==> src/rtl/axis_rr_arbiter_pkg.sv <==
// rtl/axis_rr_arbiter_pkg.sv - shared types and index helpers for the packet arbiter
package axis_rr_arbiter_pkg;

   typedef enum logic {
      ARB_IDLE = 1'b0,
      ARB_BUSY = 1'b1
   } arb_state_e;

   // Port index width; a single-port build still carries a 1-bit tid.
   function automatic int arb_idw(input int n);
      return (n > 1) ? $clog2(n) : 1;
   endfunction

   function automatic int wrap_inc(input int idx, input int n);
      return (idx + 1 >= n) ? 0 : idx + 1;
   endfunction

endpackage

==> src/rtl/axis_skid_slice.sv <==
// rtl/axis_skid_slice.sv - two-entry stream register slice with a registered input ready
module axis_skid_slice #(
   parameter int WIDTH = 8
) (
   input  logic             clk,
   input  logic             resetn,
   input  logic             s_axis_tvalid,
   output logic             s_axis_tready,
   input  logic [WIDTH-1:0] s_axis_tdata,
   output logic             m_axis_tvalid,
   input  logic             m_axis_tready,
   output logic [WIDTH-1:0] m_axis_tdata
);

   logic             out_valid_q, out_valid_d;
   logic [WIDTH-1:0] out_data_q, out_data_d;
   logic             skid_valid_q, skid_valid_d;
   logic [WIDTH-1:0] skid_data_q, skid_data_d;
   logic             in_ready_q, in_ready_d;
   logic             in_hs;

   assign in_hs = s_axis_tvalid & in_ready_q;

   always_comb begin
      out_valid_d  = out_valid_q;
      out_data_d   = out_data_q;
      skid_valid_d = skid_valid_q;
      skid_data_d  = skid_data_q;
      if (!out_valid_q || m_axis_tready) begin
         if (skid_valid_q) begin
            out_valid_d  = 1'b1;
            out_data_d   = skid_data_q;
            skid_valid_d = 1'b0;
         end else begin
            out_valid_d = in_hs;
            if (in_hs) begin
               out_data_d = s_axis_tdata;
            end
         end
      end else if (in_hs) begin
         // Output is stalled: park the beat that was already promised a slot.
         skid_valid_d = 1'b1;
         skid_data_d  = s_axis_tdata;
      end
      in_ready_d = ~skid_valid_d;
   end

   always_ff @(posedge clk or negedge resetn) begin
      if (!resetn) begin
         out_valid_q  <= 1'b0;
         out_data_q   <= '0;
         skid_valid_q <= 1'b0;
         skid_data_q  <= '0;
         in_ready_q   <= 1'b1;
      end else begin
         out_valid_q  <= out_valid_d;
         out_data_q   <= out_data_d;
         skid_valid_q <= skid_valid_d;
         skid_data_q  <= skid_data_d;
         in_ready_q   <= in_ready_d;
      end
   end

   assign s_axis_tready = in_ready_q;
   assign m_axis_tvalid = out_valid_q;
   assign m_axis_tdata  = out_data_q;

endmodule

==> src/rtl/axis_rr_arbiter.sv <==
// rtl/axis_rr_arbiter.sv - packet-level round-robin arbiter feeding the FIFO write side
module axis_rr_arbiter
   import axis_rr_arbiter_pkg::*;
#(
   parameter int NUM_PORTS = 4,
   parameter int DWIDTH    = 256,
   localparam int IDW      = arb_idw(NUM_PORTS)
) (
   input  logic                          clk,
   input  logic                          resetn,
   input  logic [NUM_PORTS-1:0]          s_axis_tvalid,
   output logic [NUM_PORTS-1:0]          s_axis_tready,
   input  logic [NUM_PORTS*DWIDTH-1:0]   s_axis_tdata,
   input  logic [NUM_PORTS*DWIDTH/8-1:0] s_axis_tkeep,
   input  logic [NUM_PORTS-1:0]          s_axis_tlast,
   output logic                          m_axis_tvalid,
   input  logic                          m_axis_tready,
   output logic [DWIDTH-1:0]             m_axis_tdata,
   output logic [DWIDTH/8-1:0]           m_axis_tkeep,
   output logic                          m_axis_tlast,
   output logic [IDW-1:0]                m_axis_tid
);

   localparam int KW = DWIDTH / 8;
   localparam int SW = DWIDTH + KW + 1 + IDW;

   arb_state_e     state_q, state_d;
   logic [IDW-1:0] grant_q, grant_d;
   logic [IDW-1:0] ptr_q, ptr_d;
   logic           found;
   int unsigned    idx;

   logic           sel_valid, sel_last;
   logic [DWIDTH-1:0] sel_data;
   logic [KW-1:0]  sel_keep;
   logic           slice_in_valid, slice_in_ready;
   logic [SW-1:0]  slice_in_data, slice_out_data;

   assign sel_valid = s_axis_tvalid[grant_q];
   assign sel_last  = s_axis_tlast[grant_q];
   assign sel_data  = s_axis_tdata[int'(grant_q)*DWIDTH +: DWIDTH];
   assign sel_keep  = s_axis_tkeep[int'(grant_q)*KW +: KW];

   always_comb begin
      state_d = state_q;
      grant_d = grant_q;
      ptr_d   = ptr_q;
      found   = 1'b0;
      idx     = 0;
      case (state_q)
         ARB_IDLE: begin
            // Scan starts at ptr so the port that just finished is considered last.
            for (int i = 0; i < NUM_PORTS; i++) begin
               idx = (int'(ptr_q) + i) % NUM_PORTS;
               if (!found && s_axis_tvalid[idx]) begin
                  found   = 1'b1;
                  grant_d = IDW'(idx);
               end
            end
            if (found) begin
               state_d = ARB_BUSY;
            end
         end
         ARB_BUSY: begin
            if (sel_valid && slice_in_ready && sel_last) begin
               state_d = ARB_IDLE;
               ptr_d   = IDW'(wrap_inc(int'(grant_q), NUM_PORTS));
            end
         end
         default: state_d = ARB_IDLE;
      endcase
   end

   always_ff @(posedge clk or negedge resetn) begin
      if (!resetn) begin
         state_q <= ARB_IDLE;
         grant_q <= '0;
         ptr_q   <= '0;
      end else begin
         state_q <= state_d;
         grant_q <= grant_d;
         ptr_q   <= ptr_d;
      end
   end

   always_comb begin
      s_axis_tready = '0;
      if (state_q == ARB_BUSY) begin
         s_axis_tready[grant_q] = slice_in_ready;
      end
   end

   assign slice_in_valid = (state_q == ARB_BUSY) && sel_valid;
   assign slice_in_data  = {sel_data, sel_keep, sel_last, grant_q};

   axis_skid_slice #(
      .WIDTH (SW)
   ) u_slice (
      .clk           (clk),
      .resetn        (resetn),
      .s_axis_tvalid (slice_in_valid),
      .s_axis_tready (slice_in_ready),
      .s_axis_tdata  (slice_in_data),
      .m_axis_tvalid (m_axis_tvalid),
      .m_axis_tready (m_axis_tready),
      .m_axis_tdata  (slice_out_data)
   );

   assign {m_axis_tdata, m_axis_tkeep, m_axis_tlast, m_axis_tid} = slice_out_data;

endmodule

==> config.mk <==
export PLATFORM = sky130hd
export DESIGN_NAME = axis_rr_arbiter
export DESIGN_NICKNAME = d
export VERILOG_FILES = /design/src/rtl/axis_rr_arbiter_pkg.sv /design/src/rtl/axis_skid_slice.sv /design/src/rtl/axis_rr_arbiter.sv
export SDC_FILE = /design/constraint.sdc
export NUM_CORES = 1
export LEC_CHECK = 0
export CAP_MARGIN = 20
export CORE_AREA = 3 3 570 572
export CTS_CLUSTER_DIAMETER = 50
export DETAILED_ROUTE_END_ITERATION = 6
export DIE_AREA = 0 0 573 575
export GPL_TIMING_DRIVEN = 0
export SLEW_MARGIN = 20
export SYNTH_ARGS = -nofsm -noshare
export SYNTH_HDL_FRONTEND = slang
export SYNTH_SLANG_ARGS = --single-unit
export TNS_END_PERCENT = 5
==> constraint.sdc <==
create_clock -name clk -period 2.8 [get_ports clk]
set_clock_uncertainty 0.1 [all_clocks]
set_input_delay 0.7 -clock clk [delete_from_list [all_inputs] [get_ports clk]]
set_output_delay 0.7 -clock clk [all_outputs]
set_load 0.005 [all_outputs]
; After elaboration in Yosys (flattened, before gate mapping)
; Cells that the tools add are included.
[totals]
ff_bits = 590
input_bits = 1163
output_inout_bits = 296
wordCells = 86
[op_classes]
add_sub_neg = 4
order_cmp = 7
shifts = 2
mux = 36
bitwise = 8
n_reduce_logical = 21
[ops]
columns = op, count
row1 = $shiftx 1024x11->256, 1
row2 = $mux 291, 2
row3 = $shiftx 128x8->32, 1
row4 = $lt 32x3->1 const B, 3
row5 = $mux 1, 20
row6 = $bmux 1 s2, 6
row7 = $mux 2, 5
row8 = $reduce_and 2->1, 4
row9 = $logic_and 1x1->1, 7
row10 = $lt 2x3->1 const B, 2
row11 = $reduce_or 2->1, 3
row12 = $add 2x2->2 const B, 2
row13 = $and 4x4->4, 1
row14 = $logic_not 1->1, 4
row15 = $mux 4, 1
row16 = $reduce_bool 4->1, 1
row17 = $add 2x1->3 const B, 1
row18 = $and 1x1->1 const A, 3
row19 = $ge 3x3->1 const B, 1
row20 = $not 1->1, 3
row21 = $add 2x1->2 const B, 1
row22 = $demux 1 s2, 1
row23 = $ge 2x1->1 const B, 1
row24 = $pmux 1 s2, 1
row25 = 3 further kinds, 3

; Longest topological paths before layout
[logic_depth]
depth_word = 18
mapped_depth = 9
mapped_depth_nobuf = 4

; Cells and area by module
; A second synthesis with hierarchy kept.
[hier_totals]
cells_unflattened = 2315
area_unflattened_um2 = 33098.0
[modules_own_cells]
columns = module, instances, cells_per_inst, area_per_inst_um2, seq_area_each_um2
row1 = axis_skid_slice, 1, 1919, 25787.2, 14640.3
row2 = axis_rr_arbiter, 1, 396, 7310.8, 125.1

; Worst setup path after synthesis
; OpenSTA, ideal clock, no wires.
[synth_timing]
path_type = reg2out
startpoint = register grant_q[0]
endpoint = output port s_axis_tready[2]
arrival_time_ns = 1.643
required_ns = 2.000
path_slack_ns = 0.357
stages_incl_launch_ff = 8
n_path_buf = 4
path_cell_list = dfrtp_1 buf_4 inv_1 buf_4 clkbuf_1 clkbuf_1 ha_1 and3_1
[synth_via]
elab_chain_len = 6
elab_cells_between_ends = 7
classes_between = order compare (2) / mux (3) / bitwise (1) / reduce/logical (1)
[synth_lines]
columns = element, line
row1 = "start, declared", axis_rr_arbiter.sv:28  ; logic [IDW-1:0] grant_q, grant_d;
row2 = "start signal, assigned", axis_rr_arbiter.sv:81  ; grant_q <= grant_d;
row3 = $lt 2x3->1 (implied by the code) or $ge 2x1->1 (tied branches), axis_rr_arbiter.sv:89  ; s_axis_tready[grant_q] = slice_in_ready;
row4 = $logic_and 1x1->1 (implied by the code), axis_rr_arbiter.sv:89
row5 = $mux 1 (implied by the code), axis_rr_arbiter.sv:89
row6 = $demux 1 s2 (*), axis_rr_arbiter.sv:89
row7 = $and 4x4->4 (no line) (*), -
row8 = $mux 4 (*), axis_rr_arbiter.sv:88  ; if (state_q == ARB_BUSY) begin
row9 = "end, declared", axis_rr_arbiter.sv:12  ; output logic [NUM_PORTS-1:0] s_axis_tready,
; Mark *: on every way between the ends. The rest lies on a longest branch, timed or not.

; Worst setup path after layout
[layout_timing]
startpoint = register grant_q[1]
endpoint = output port s_axis_tready[1]
; Same word-level chain as after synthesis.

==> metrics <==
status complete, but fails checks; failing checks negative setup slack; Seq/Total Area, Yosys 0.421; Final WS setup -0.478 ns; clock tree buffer depth 4; Comb power frac 0.604; Final min period 3.28 ns; crit path DAT 2.48 ns; NumNets Final 6736; non-filler cells, final 10100; CP dominant cell by count buf_6; final core utilization 0.190; syn nets 5121; cell area power density between 1000 and 1500 nW/um2; CP max stage cell dfrtp_1; Hold Crit Depth 1; detailed router's first-iteration violation count 4662; area delta synth->final 73.7%; worst vdd ir 0.636 mV; Root Driver clkbuf_16; H-tree Lvls 3; clk sinks 590; Clock Latency Late Sink a little over 0.8 ns; most frequent cells in the layout 1428 x clkdlybuf4s50_1, 844 x o21ai_0, 589 x dfrtp_1; Synth Area per Inst 8.87 um2; placed cell area 55600 um2; worst-path fanout max 3; setup violators final 110; Critical Path, Cell by Cell buf_6 -> buf_12 -> buf_16 -> buf_16 -> clkinvlp_4 -> buf_6 -> ha_4 -> and3_4 -> buf_6; warnings from Yosys 0; Critical Path RT 2.00 ns; via count 43100; Pre-antenna DRT Iters 6; reg2reg setup slack -0.15 ns; max_cap viols 0; total congestion overflow 0; largest area contributor in the netlist dfrtp_1; I/O Buffers 1458; fin crit share 1.17; die area 329000 um2; Num CTS Buffers 105; Critical R2R Capture u_slice.skid_data_q[81]; unrepaired setup endpoints after global routing yes; Die X roughly 570 um; CTS tree done; origin of the critical flop-to-flop path grant_q[1]; first-pass GRT wire length between 400000 and 500000 um; family with the most delay on the worst path buffers and inverters; die height about 580 um; clock network fraction of design power 0.188; buffers and inverters on the worst path 7; gpl congestion 0.987; max_slew headroom 0.310; post-route cell area 60900 um2; Worst Setup End Kind primary output; Lkg Pwr 0.0227 uW; Setup CP Type flip-flop to primary output; switching power 34500 uW; flops & latches, synth 590; main combinational cell family by area after synthesis compound AO/OA/AOI/OAI gates; mux contribution to synthesized area 0.178; internal power 36900 uW; worst min-delay path startpoint u_slice.skid_data_q[2]; average wire per standard cell about 34 um; XOR/XNOR Fraction of Synth Area 0; clock slew at reported path FFs around 0.060 ns; HPWL after DPL around 300000 um; max incr delay on CP 0.35 ns; Seq pwr share 0.208; Post-Synthesis Cells 3954; worst hold path class flip-flop to flip-flop; DRC Markers 0; Tot GR Track Use 0.202; CP startpoint kind flip-flop; layout cells sized above 1 0.150; Starting Density 0.109; Syn Std Cell Area 35100 um2; R2R depth 9; simple-gate share of the synthesized area 0.0657; Total Wirelength 349000 um; Slew @ Worst Pin 1.03 ns; largest net degree at the start of global routing 90; # rows 208; Synth Area in Compound Gates 0.281; Via density 4.26; final hold vios 0; Area contributors post-synth dfrtp_1 42%, o21ai_0 12%, mux2_2 9.3%; Fmax 0.305 GHz; Synth Area in Adders 0.00143; Power, Total 71500 uW; WHS Endpoint u_slice.skid_data_q[2]; Top Ports 1459; top cell type's share of synthesized area 0.420; vias in the first global route 40800; dpl cells around 9700; core area 321000 um2; Slew Limit Fails 0; post-synth cell types 33; most common library cell in the layout ignoring fill and taps clkdlybuf4s50_1; post-route ant nets 0; initial antenna violation count 374; Sw Share 0.483
-- Yosys cell counts (all sizes together) --
cell    instances
clkbuf        248
inv             6
o21a            1
ha              4
o21ai        1356
or2             1
nand2b          5
a221oi        288
mux2i         294
nand3           1
nor2b           3
and3            4
buf           170
o22a            1
nand2         196
o32ai           1
nor2          389
o221a           1
mux4            1
dfstp           1
mux2          291
a21oi         100
o221ai          1
dfrtp         589
nand3b          1
a22o            1
-- metal layers --
| metal | vias up | track usage | routed length [um] | part of all wire |
|---|---|---|---|---|
| li1 | 18100 | - | - | - |
| met1 | 20700 | 0.218 | 123000 | 0.35 |
| met2 | 3188 | 0.293 | 145000 | 0.42 |
| met3 | 899 | 0.133 | 56800 | 0.16 |
| met4 | 252 | 0.117 | 22300 | 0.064 |
| met5 | - | 0 | 1570 | 0.0045 |
-- worst max path at each step --
stage	startpoint	endpoint	slack, ns	depth (start not counted)
final	grant_q[1]	s_axis_tready[1]	-0.48	9
after detailed placement	s_axis_tvalid[3]	u_slice.skid_data_q[288]	-1.68	8
after global routing	grant_q[1]	s_axis_tready[1]	-0.55	9
after global placement	resetn	u_slice.m_axis_tdata[87]	-28.98	1
after CTS	grant_q[1]	s_axis_tready[1]	-0.56	9
after floorplan	grant_q[0]	s_axis_tready[2]	0.36	7
-- through the flow --
stage / hold slack (ns) / setup TNS (ns) / setup slack [ns]
floorplan: 0.304 / 0 / 0.357
global placement: 0.374 / - / -28.98
detailed placement: 0.393 / -661.63 / -1.68
CTS: 0.334 / -2.01 / -0.559
global route: 0.363 / -19.27 / -0.546
finish: 0.397 / -5.80 / -0.478
-- cell type report --
| type | count | area [um2] |
|---|---|---|
| fill | 35700 | 260000 |
| multi-input combinational | 2940 | 19100 |
| timing repair buffer | 1512 | 15400 |
| sequential | 590 | 14800 |
| tap | 4305 | 5390 |
| clock buffer | 131 | 2870 |
| buffer | 414 | 2300 |
| clock inverter | 58 | 678 |
| antenna | 168 | 420 |
| inverter | 6 | 30.0 |
-- cells by family (layout without fill, tap and decap cells) --
family | count (synthesis) | count (layout)
other | 0 | 168
buffers and inverters | 424 | 2121
flip-flops | 590 | 590
AND/OR/NAND/NOR | 600 | 600
AO/OA/AOI/OAI | 1750 | 1750
multiplexers | 586 | 586
adder cells (fa/ha/maj) | 4 | 4
-- registers in the layout (all words and copies together), names as in the netlist --
signal / count
u_slice.s_axis_tready: 1
grant_q: 2
u_slice.skid_valid_q: 1
state_q: 1
u_slice.m_axis_tdata: 291
ptr_q: 2
u_slice.skid_data_q: 291
u_slice.m_axis_tvalid: 1
-- power by group through the flow --
stage	registers (uW)	clock network, uW	logic (uW)
floorplan	14400	0	20000
global placement	14900	0	40700
detailed placement	14900	0	41300
CTS	14800	13600	42600
global route	15300	13900	46100
finish	14900	13400	43200
-- worst register-to-register path, stage by stage (launching register included) --
cell      delay, ns
dfrtp_1        0.38
buf_6          0.13
buf_4          0.13
buf_4          0.12
mux2i_1        0.30
o22a_4         0.38
buf_4          0.40
clkbuf_1       0.63
o21ai_0        0.19
o21ai_1        0.11
-- what timing repair did --
item,CTS,global route
hold endpoints to repair,60,0
buffers inserted,23,9
cloned,0,1
setup endpoints to repair,610,467
pin swaps,4,3
hold buffers,2,0
resized for setup,242,162
Power figures use the tool's default switching activity.
